<file path="config.mk">
export PLATFORM = sky130hd
export DESIGN_NAME = sram1_access_unit
export DESIGN_NICKNAME = d
export VERILOG_FILES = /design/src/rtl/sram1_pkg.sv /design/src/rtl/sram1_lane_merge.sv /design/src/rtl/sram1_access_unit.sv
export SDC_FILE = /design/constraint.sdc
export NUM_CORES = 1
export LEC_CHECK = 0
export ABC_AREA = 1
export BUFFER_PORTS_ARGS = -buffer_cell sky130_fd_sc_hd__buf_2
export CORE_UTILIZATION = 52
export DETAILED_ROUTE_END_ITERATION = 8
export PLACE_DENSITY = 0.88
export SYNTH_ARGS = -nofsm -noshare
export SYNTH_HDL_FRONTEND = slang
export SYNTH_SLANG_ARGS = --single-unit
</file>
<file path="constraint.sdc">
create_clock -name clock -period 3.5 [get_ports clock]
set_input_delay 0.35 -clock clock [delete_from_list [all_inputs] [get_ports clock]]
set_output_delay 0.35 -clock clock [all_outputs]
set_load 0.1 [all_outputs]
</file>
<file path="src/rtl/sram1_pkg.sv">
// sram1_pkg
//   Shared encodings and constants for the SRAM 1 load/store front end.
//   - size_e      : request size encoding (byte / halfword / word / illegal)
//   - state_e     : access sequencer states
//   - SRAM1_BASE  : first byte address of SRAM 1
//   - SRAM1_SIZE  : SRAM 1 capacity in bytes
//   - SRAM1_LAST  : last byte address of SRAM 1
//   - lane_enables: byte-enable mask for a given size and byte lane
package sram1_pkg;

  typedef enum logic [1:0] {
    SZ_BYTE = 2'b00,
    SZ_HALF = 2'b01,
    SZ_WORD = 2'b10,
    SZ_BAD  = 2'b11
  } size_e;

  typedef enum logic [2:0] {
    IDLE,
    READ,
    EXTRACT,
    WRITE,
    RESP
  } state_e;

  localparam logic [31:0] SRAM1_BASE = 32'h2000_0000;
  localparam int unsigned SRAM1_SIZE = 98304;
  localparam logic [31:0] SRAM1_LAST = SRAM1_BASE + 32'(SRAM1_SIZE) - 32'd1;

  // Byte lanes touched by an access of the given size starting at lane.
  // Word accesses are always lane 0, so they simply enable all four lanes.
  function automatic logic [3:0] lane_enables(input size_e size, input logic [1:0] lane);
    logic [3:0] be;
    case (size)
      SZ_BYTE: be = 4'b0001 << lane;
      SZ_HALF: be = 4'b0011 << lane;
      default: be = 4'b1111;
    endcase
    return be;
  endfunction

endpackage

</file>
<file path="src/rtl/sram1_lane_merge.sv">
// sram1_lane_merge
//   Combinational byte-lane handling for SRAM 1 accesses (little-endian).
//   Ports:
//     i_size   : access size (size_e encoding)
//     i_lane   : byte lane of the access (byte address bits [1:0])
//     i_signed : sign-extend byte/halfword load results
//     i_word   : word read from SRAM 1
//     i_wdata  : right-aligned store data
//     o_load   : right-aligned load result (zero- or sign-extended)
//     o_merged : i_word with the store bytes substituted into the selected lanes
module sram1_lane_merge
  import sram1_pkg::*;
(
  input  logic [1:0]  i_size,
  input  logic [1:0]  i_lane,
  input  logic        i_signed,
  input  logic [31:0] i_word,
  input  logic [31:0] i_wdata,
  output logic [31:0] o_load,
  output logic [31:0] o_merged
);

  size_e       w_size;
  logic [31:0] w_shifted;
  logic [31:0] w_wdata_shifted;
  logic [3:0]  w_be;

  assign w_size          = size_e'(i_size);
  assign w_shifted       = i_word >> {i_lane, 3'b000};
  assign w_wdata_shifted = i_wdata << {i_lane, 3'b000};
  assign w_be            = lane_enables(w_size, i_lane);

  always_comb begin
    o_load = w_shifted;
    case (w_size)
      SZ_BYTE: o_load = {{24{i_signed & w_shifted[7]}}, w_shifted[7:0]};
      SZ_HALF: o_load = {{16{i_signed & w_shifted[15]}}, w_shifted[15:0]};
      default: o_load = w_shifted;
    endcase
  end

  always_comb begin
    o_merged = i_word;
    for (int unsigned i = 0; i < 4; i++) begin
      if (w_be[i]) begin
        o_merged[8*i +: 8] = w_wdata_shifted[8*i +: 8];
      end
    end
  end

endmodule

</file>
<file path="src/rtl/sram1_access_unit.sv">
// sram1_access_unit
//   Load/store front end sitting directly upstream of SRAM 1. Accepts
//   byte/halfword/word requests by byte address, checks range and alignment,
//   and turns each request into word-wide SRAM 1 cycles. Partial stores use
//   read-modify-write. Exactly one response per accepted request.
//
//   Optional feature macro: SRAM1_SIGNED_LOAD_EN
//     defined   -> extra input req_signed; byte/halfword loads may be sign-extended
//     undefined -> req_signed absent; all loads zero-extended
//
//   Ports:
//     clock, reset_n       : clock (posedge), asynchronous active-low reset
//     req_valid/req_ready  : request handshake (ready only while IDLE)
//     req_write            : 1 = store, 0 = load
//     req_size             : 00 byte, 01 halfword, 10 word, 11 illegal
//     req_addr, req_wdata  : byte address, right-aligned store data
//     req_signed           : (SRAM1_SIGNED_LOAD_EN only) sign-extend load
//     resp_valid           : one-cycle response pulse
//     resp_rdata           : right-aligned load data
//     resp_error           : request rejected, no SRAM access made
//     sram_read_write      : to SRAM 1, 1 = write
//     sram_address         : to SRAM 1, BASE_ADDR | word index
//     sram_data_in         : to SRAM 1 write data
//     sram_data_out        : from SRAM 1, valid in the high phase after a read edge
module sram1_access_unit
  import sram1_pkg::*;
#(
  parameter logic [31:0] BASE_ADDR  = SRAM1_BASE,
  parameter int unsigned SIZE_BYTES = SRAM1_SIZE
) (
  input  logic        clock,
  input  logic        reset_n,
  input  logic        req_valid,
  output logic        req_ready,
  input  logic        req_write,
  input  logic [1:0]  req_size,
  input  logic [31:0] req_addr,
  input  logic [31:0] req_wdata,
`ifdef SRAM1_SIGNED_LOAD_EN
  input  logic        req_signed,
`endif
  output logic        resp_valid,
  output logic [31:0] resp_rdata,
  output logic        resp_error,
  output logic        sram_read_write,
  output logic [31:0] sram_address,
  output logic [31:0] sram_data_in,
  input  logic [31:0] sram_data_out
);

  localparam logic [31:0] LAST_ADDR = BASE_ADDR + 32'(SIZE_BYTES) - 32'd1;

  state_e      r_state;
  state_e      w_next;

  // Latched request
  logic        r_write;
  logic [1:0]  r_size;
  logic [1:0]  r_lane;
  logic [14:0] r_index;
  logic [31:0] r_wdata;
  logic [31:0] r_capture;

  // Request decode (valid while IDLE)
  size_e       w_size;
  logic [31:0] w_offset;
  logic [14:0] w_index;
  logic        w_in_range;
  logic        w_misaligned;
  logic        w_error;
  logic        w_accept;
  logic        w_word_store;

  // SRAM-side next values
  logic [14:0] w_idx_sel;
  logic [31:0] w_wr_data;

  // Lane unit results
  logic        w_signed;
  logic [31:0] w_load;
  logic [31:0] w_merged;

  assign w_size       = size_e'(req_size);
  assign w_offset     = req_addr - BASE_ADDR;
  assign w_index      = 15'(w_offset >> 2);
  assign w_in_range   = (req_addr >= BASE_ADDR) && (req_addr <= LAST_ADDR);
  assign w_misaligned = ((w_size == SZ_HALF) && req_addr[0]) ||
                        ((w_size == SZ_WORD) && (req_addr[1:0] != 2'b00));
  assign w_error      = !w_in_range || (w_size == SZ_BAD) || w_misaligned;
  assign w_accept     = req_valid && (r_state == IDLE);
  assign w_word_store = req_write && (w_size == SZ_WORD);

`ifdef SRAM1_SIGNED_LOAD_EN
  logic r_signed;
  assign w_signed = r_signed;
`else
  assign w_signed = 1'b0;
`endif

  sram1_lane_merge u_lane_merge (
    .i_size   (r_size),
    .i_lane   (r_lane),
    .i_signed (w_signed),
    .i_word   (r_capture),
    .i_wdata  (r_wdata),
    .o_load   (w_load),
    .o_merged (w_merged)
  );

  // State register
  always_ff @(posedge clock or negedge reset_n) begin
    if (!reset_n) begin
      r_state <= IDLE;
    end else begin
      r_state <= w_next;
    end
  end

  // Next-state logic
  always_comb begin
    w_next = r_state;
    case (r_state)
      IDLE: begin
        if (req_valid) begin
          if (w_error) begin
            w_next = RESP;
          end else if (w_word_store) begin
            w_next = WRITE;
          end else begin
            w_next = READ;
          end
        end
      end
      READ:    w_next = EXTRACT;
      EXTRACT: w_next = r_write ? WRITE : RESP;
      WRITE:   w_next = RESP;
      RESP:    w_next = IDLE;
      default: w_next = IDLE;
    endcase
  end

  // State-decoded outputs
  always_comb begin
    req_ready  = (r_state == IDLE);
    resp_valid = (r_state == RESP);
  end

  // READ/WRITE are entered either straight from IDLE (the request is still on
  // the input bus) or from EXTRACT (use the latched copy and the merged word).
  assign w_idx_sel = (r_state == IDLE) ? w_index : r_index;
  assign w_wr_data = (r_state == IDLE) ? req_wdata : w_merged;

  // Request latch, response registers and SRAM-side registers. The SRAM
  // outputs are loaded from the next state so they are stable for the whole
  // READ/WRITE cycle and return to the idle pattern everywhere else.
  always_ff @(posedge clock or negedge reset_n) begin
    if (!reset_n) begin
      r_write         <= 1'b0;
      r_size          <= 2'b00;
      r_lane          <= 2'b00;
      r_index         <= '0;
      r_wdata         <= '0;
      resp_rdata      <= '0;
      resp_error      <= 1'b0;
      sram_read_write <= 1'b0;
      sram_address    <= '0;
      sram_data_in    <= '0;
    end else begin
      if (w_accept) begin
        r_write    <= req_write;
        r_size     <= req_size;
        r_lane     <= req_addr[1:0];
        r_index    <= w_index;
        r_wdata    <= req_wdata;
        resp_error <= w_error;
        resp_rdata <= '0;
      end
      if ((r_state == EXTRACT) && !r_write) begin
        resp_rdata <= w_load;
      end
      sram_read_write <= (w_next == WRITE);
      if ((w_next == READ) || (w_next == WRITE)) begin
        sram_address <= BASE_ADDR | {17'd0, w_idx_sel};
      end else begin
        sram_address <= '0;
      end
      sram_data_in <= (w_next == WRITE) ? w_wr_data : '0;
    end
  end

`ifdef SRAM1_SIGNED_LOAD_EN
  always_ff @(posedge clock or negedge reset_n) begin
    if (!reset_n) begin
      r_signed <= 1'b0;
    end else if (w_accept) begin
      r_signed <= req_signed;
    end
  end
`endif

  // SRAM 1 read data is only valid in the high phase following the read edge,
  // i.e. the first half of EXTRACT, so it is sampled on that negedge.
  always_ff @(negedge clock or negedge reset_n) begin
    if (!reset_n) begin
      r_capture <= '0;
    end else if (r_state == EXTRACT) begin
      r_capture <= sram_data_out;
    end
  end

endmodule

</file>
# Word-level counts from Yosys, hierarchy flattened
# Index checks and enable logic that the tools add are counted.
# W data, S select, Z words.
# totals
regBits,185
input_bits,102
output_inout_bits,100
word_cells,62
# op_classes
add_sub_neg,1
n_lt_le_gt_ge,2
eq_ne,10
shift,4
mux,17
n_reduce_logical,16
# op_table
op,count
$mux W32,4
$pmux W32 S2,1
$ge A32 B30 Y1 const B,1
$le A32 B30 Y1 const B,1
$mux W8,4
$shl A32 B5 Y32,1
$shr A32 B5 Y32,1
$mux W30,1
$sub A17 B1 Y17 const B,1
$mux W15,1
$pmux W3 S4,1
$eq A3 B2 Y1 const B,3
$mux W3,3
$pmux W4 S2,1
$eq A3 B1 Y1 const B,2
$logic_and A1 B1 Y1,6
$eq A2 B1 Y1 const B,2
$eq A2 B2 Y1 const B,2
$logic_or A1 B1 Y1,4
$reduce_bool A2 Y1,2
$shl A1 B2 Y4 const A,1
$shl A2 B2 Y4 const A,1
$eq A3 B3 Y1 const B,1
$logic_not A3 Y1,1
other kinds (3),4

# Logic depth before layout (Yosys ltp)
# depth
ltp_word,11
ltp_mapped,13
mapped_depth_nobuf,12

# By module
# A second synthesis with hierarchy kept.
# hier_totals
hier_cells,1167
hier_area_um2,9096.2
# modules_own_cells
module,instances,cells_per_inst,area_each_um2,seq_area_each_um2
sram1_access_unit,1,770,7209.4,4229.1
sram1_lane_merge,1,397,1886.8,0.0

==> results.md <==
- The flow ran to the end, and the final reports show no timing, DRC or antenna violations.
- Power spread over the standard cell area amounts to 617 mW/mm2.
- The die covers 0.0160 mm2.
- The worst slew margin relative to its limit is 17.9%.
- At the pin with the least slew margin, the transition time is 1.23 ns.
- From bottom edge to top edge, the die measures 126 um.
- Summed over all cells, the static leakage comes to 5.16 nW.
- The area growth from synthesis to final layout is 18.2%.
- After floorplanning, the core was sized to cover 0.0151 mm2.
- The post-route netlist has 21.4% of its cells at a drive strength greater than 1.
- VDD sags by at most 0.414 mV.
- The number of gates resized after CTS was 0.
- The routed layout has 7701 vias.
- The average instance in the mapped netlist occupies 7.90 um2.
- The required time of the critical path is 1.99 ns.
- The number of pins exceeding their max-slew limit in the final report came to 0.
- The most instantiated flip-flop cell in the synthesis netlist is sky130_fd_sc_hd__dfrtp_1.
- The tool flagged a number of max-cap violations equal to 0.
- The overall fraction of global-route tracks in use is 29.4%.
- The placed wire-length estimate is 15800 um.
- Counting flops with a built-in enable in the synthesized netlist gives 0.
- The hold violation total from the final report is 0.
- The aggregate negative setup slack is 0 ns.
- The DRC violation count after routing is 0.
- STA classifies the critical path endpoint as a register.
- The leading area contributor after synthesis is sky130_fd_sc_hd__dfrtp_1.
- The maximum buffer depth of the clock tree is 2.
- The antenna diode instance count is 0.
- The clock buffer count from CTS is 17.
- The worst setup path is of the reg -> reg kind.
- The mapped netlist covers 0.00804 mm2.
- The routed length per placed instance is 16.5 um.
- Of the synthesized area, sequential elements account for 52.6%.
- The horizontal die dimension is 126 um.
- The post-synthesis cell count is 1018.
- The yosys synthesis warning count is 0.
- In this run the biggest area consumer among cell types represents 42.6% of the synthesized area.
- The first global-routing pass estimated 36100 um of wire.
- Ranked by total cell area, the synthesized netlist is headed by sky130_fd_sc_hd__dfrtp_1, sky130_fd_sc_hd__nand2_1, sky130_fd_sc_hd__dfrtn_1, sky130_fd_sc_hd__o21ai_0, sky130_fd_sc_hd__nand3_1.
- For the worst-skew pair, the clock arrives at the later sink with an insertion delay of 0.43 ns.
- The H-tree was split into 4 levels.
- In this run the register-to-register setup slack is 0.43 ns.
- Setup violations remaining at the end of the flow were counted as 0.
- After routing the design area is 0.00951 mm2.
- The residual antenna-violating net count after detailed routing is 0.
- The kind of path behind the tightest hold check is in -> reg.
- The number of global-route vias before repair is 6949.
- The layout has 1289 filler cells.
- At the end of the flow, the number of nets in the layout was 1273.
- Of all flip-flops after synthesis, the portion carrying an async set or reset was 100%.
- The total of buffers placed on input and output ports is 185.
- The overall routed net length is 22700 um.
- The number of buffers added to fix hold violations after cts is 1.
- The detailed router finished its first iteration with 794 violations.
- Counting instances in the post-synthesis netlist gives the leading cell types as sky130_fd_sc_hd__nand2_1, sky130_fd_sc_hd__dfrtp_1, sky130_fd_sc_hd__o21ai_0.
- After clock tree synthesis, the clock-pin slew on the worst setup and hold paths is 0.07 ns.
- The pin count of the biggest net entering global routing is 68.
- The clock sink count is 169.
- In the routed layout, each cell is associated on average with a via count of 5.61.
- The placed standard-cell area is 0.00895 mm2.
- The overall overflow remaining after global route is 0.
- The final weighted congestion in routability-driven placement is 0.911.
- The worst clock skew is 0.0327 ns.
- Yosys mapped the design onto 31 distinct sky130hd cell types.
- In this run the core area contains 45 standard-cell rows.
- TritonCTS built the clock tree.
- Of all nets on the critical path, the largest fanout is 47.
- The worst setup path is launched from a register.
- The initial antenna violation count is 1.
- The endpoint arrival time on the critical path is 1.56 ns.
- The most frequent cell after synthesis is sky130_fd_sc_hd__nand2_1.
- The initial utilization of the core area, before any placement, comes to 53.1%.
- The number of iterations in the first detailed-routing pass is 5.
- The post-CTS repair timing setup buffer count is 0.
- The number of top-level pins is 202.
- Setup repair after global routing left no endpoint under its margin.
- Counting flops and latches in the post-synthesis netlist gives 169.
- The root buffer selected by CTS is sky130_fd_sc_hd__clkbuf_16.
==> final cells by class <==
| cell class | instances | area, um2 | area share (%) |
|---|---|---|---|
| flip-flops and latches | 169 | 4230 | 44.5 |
| multi-input cells | 710 | 3170 | 33.3 |
| repair buffers | 200 | 1060 | 11.1 |
| clock buffers | 17 | 425 | 4.47 |
| inverters | 73 | 274 | 2.88 |
| well taps | 188 | 235 | 2.47 |
| clock inverters | 15 | 118 | 1.24 |
==> per-layer routing <==
layer	vias to the layer above	global-route usage, %	wire (um)
met5	-	0	13
met4	2	12.5	832
met3	61	7.17	2270
met2	467	44.0	10000
met1	3616	41.0	9560
li1	3555	-	-
==> layout by cell type (no fill, tap or decap), types with 16 or more instances in the layout <==
| cell | n |
|---|---|
| sky130_fd_sc_hd__nand2_1 | 293 |
| sky130_fd_sc_hd__buf_2 | 184 |
| sky130_fd_sc_hd__inv_1 | 65 |
| sky130_fd_sc_hd__dfrtn_1 | 32 |
| sky130_fd_sc_hd__nor2_1 | 82 |
| sky130_fd_sc_hd__conb_1 | 16 |
| sky130_fd_sc_hd__o21ai_0 | 136 |
| sky130_fd_sc_hd__nand3_1 | 83 |
| sky130_fd_sc_hd__a21oi_1 | 22 |
| sky130_fd_sc_hd__clkbuf_16 | 17 |
| sky130_fd_sc_hd__dfrtp_1 | 137 |
| sky130_fd_sc_hd__o21ai_1 | 46 |
==> power by group <==
part / leakage [nW] / switching (mW) / internal (mW)
clock: 0.259 / 0.832 / 0.921
sequential: 2.16 / 0.277 / 2.26
combinational: 2.74 / 1.14 / 0.442
==> stage by stage <==
stage	std cells	hold slack (ns)	power [mW]	util [%]	worst slack, ns
5_1_grt	1372	0.135	6.15	62.8	0.346
4_1_cts	1372	0.119	5.84	62.8	0.454
6_report	1372	0.129	5.87	62.8	0.430
2_1_floorplan	1033	0.0544	3.60	-	0.287
3_5_place_dp	1339	0.389	4.08	59.1	0.495
3_3_place_gp	1339	0.389	4.04	59.1	0.549
==> flip-flops by register name (all words and copies together) (netlist names) <==
register / flops
sram_read_write: 1
resp_error: 1
sram_data_in: 32
r_wdata: 32
r_state: 3
r_write: 1
r_index: 15
r_lane: 2
resp_rdata: 32
r_capture: 32
r_size: 2
sram_address: 16
==> cells by family (layout without fill, tap and decap cells) <==
logic type             Yosys count  after routing  synth area share [%]
and+or+nand+nor                470            470                  23.6
other                            1             16                0.0466
DFF                            169            169                  52.6
muxes                            1              1                 0.124
buffers and inverters          154            305                  8.80
AOI/OAI and AO/OA              223            223                  14.8
==> worst max-delay path: stages, from the launching register on <==
cell,delay (ns)
sky130_fd_sc_hd__dfrtp_1,0.42
sky130_fd_sc_hd__nor2_2,0.15
sky130_fd_sc_hd__nand2_1,0.10
sky130_fd_sc_hd__inv_1,0.11
sky130_fd_sc_hd__buf_12,0.22
sky130_fd_sc_hd__o21ai_0,0.11
==> final timing paths <==
check                                                 end  cells past startpoint                     start
worst max-delay path            r_capture[31]$_DFFE_NN0N_                      5      r_state[2]$_DFF_PN0_
worst min-delay path               r_wdata[4]$_DFFE_PN0P_                      3              req_wdata[4]
worst max register to register  r_capture[31]$_DFFE_NN0N_                      5      r_state[2]$_DFF_PN0_
worst min register to register   r_capture[4]$_DFFE_NN0N_                      2  r_capture[4]$_DFFE_NN0N_
max in group asynchronous       r_capture[23]$_DFFE_NN0N_                      2                   reset_n
min in group asynchronous          r_wdata[5]$_DFFE_PN0P_                      2                   reset_n
(Power assumes the default switching activity.)
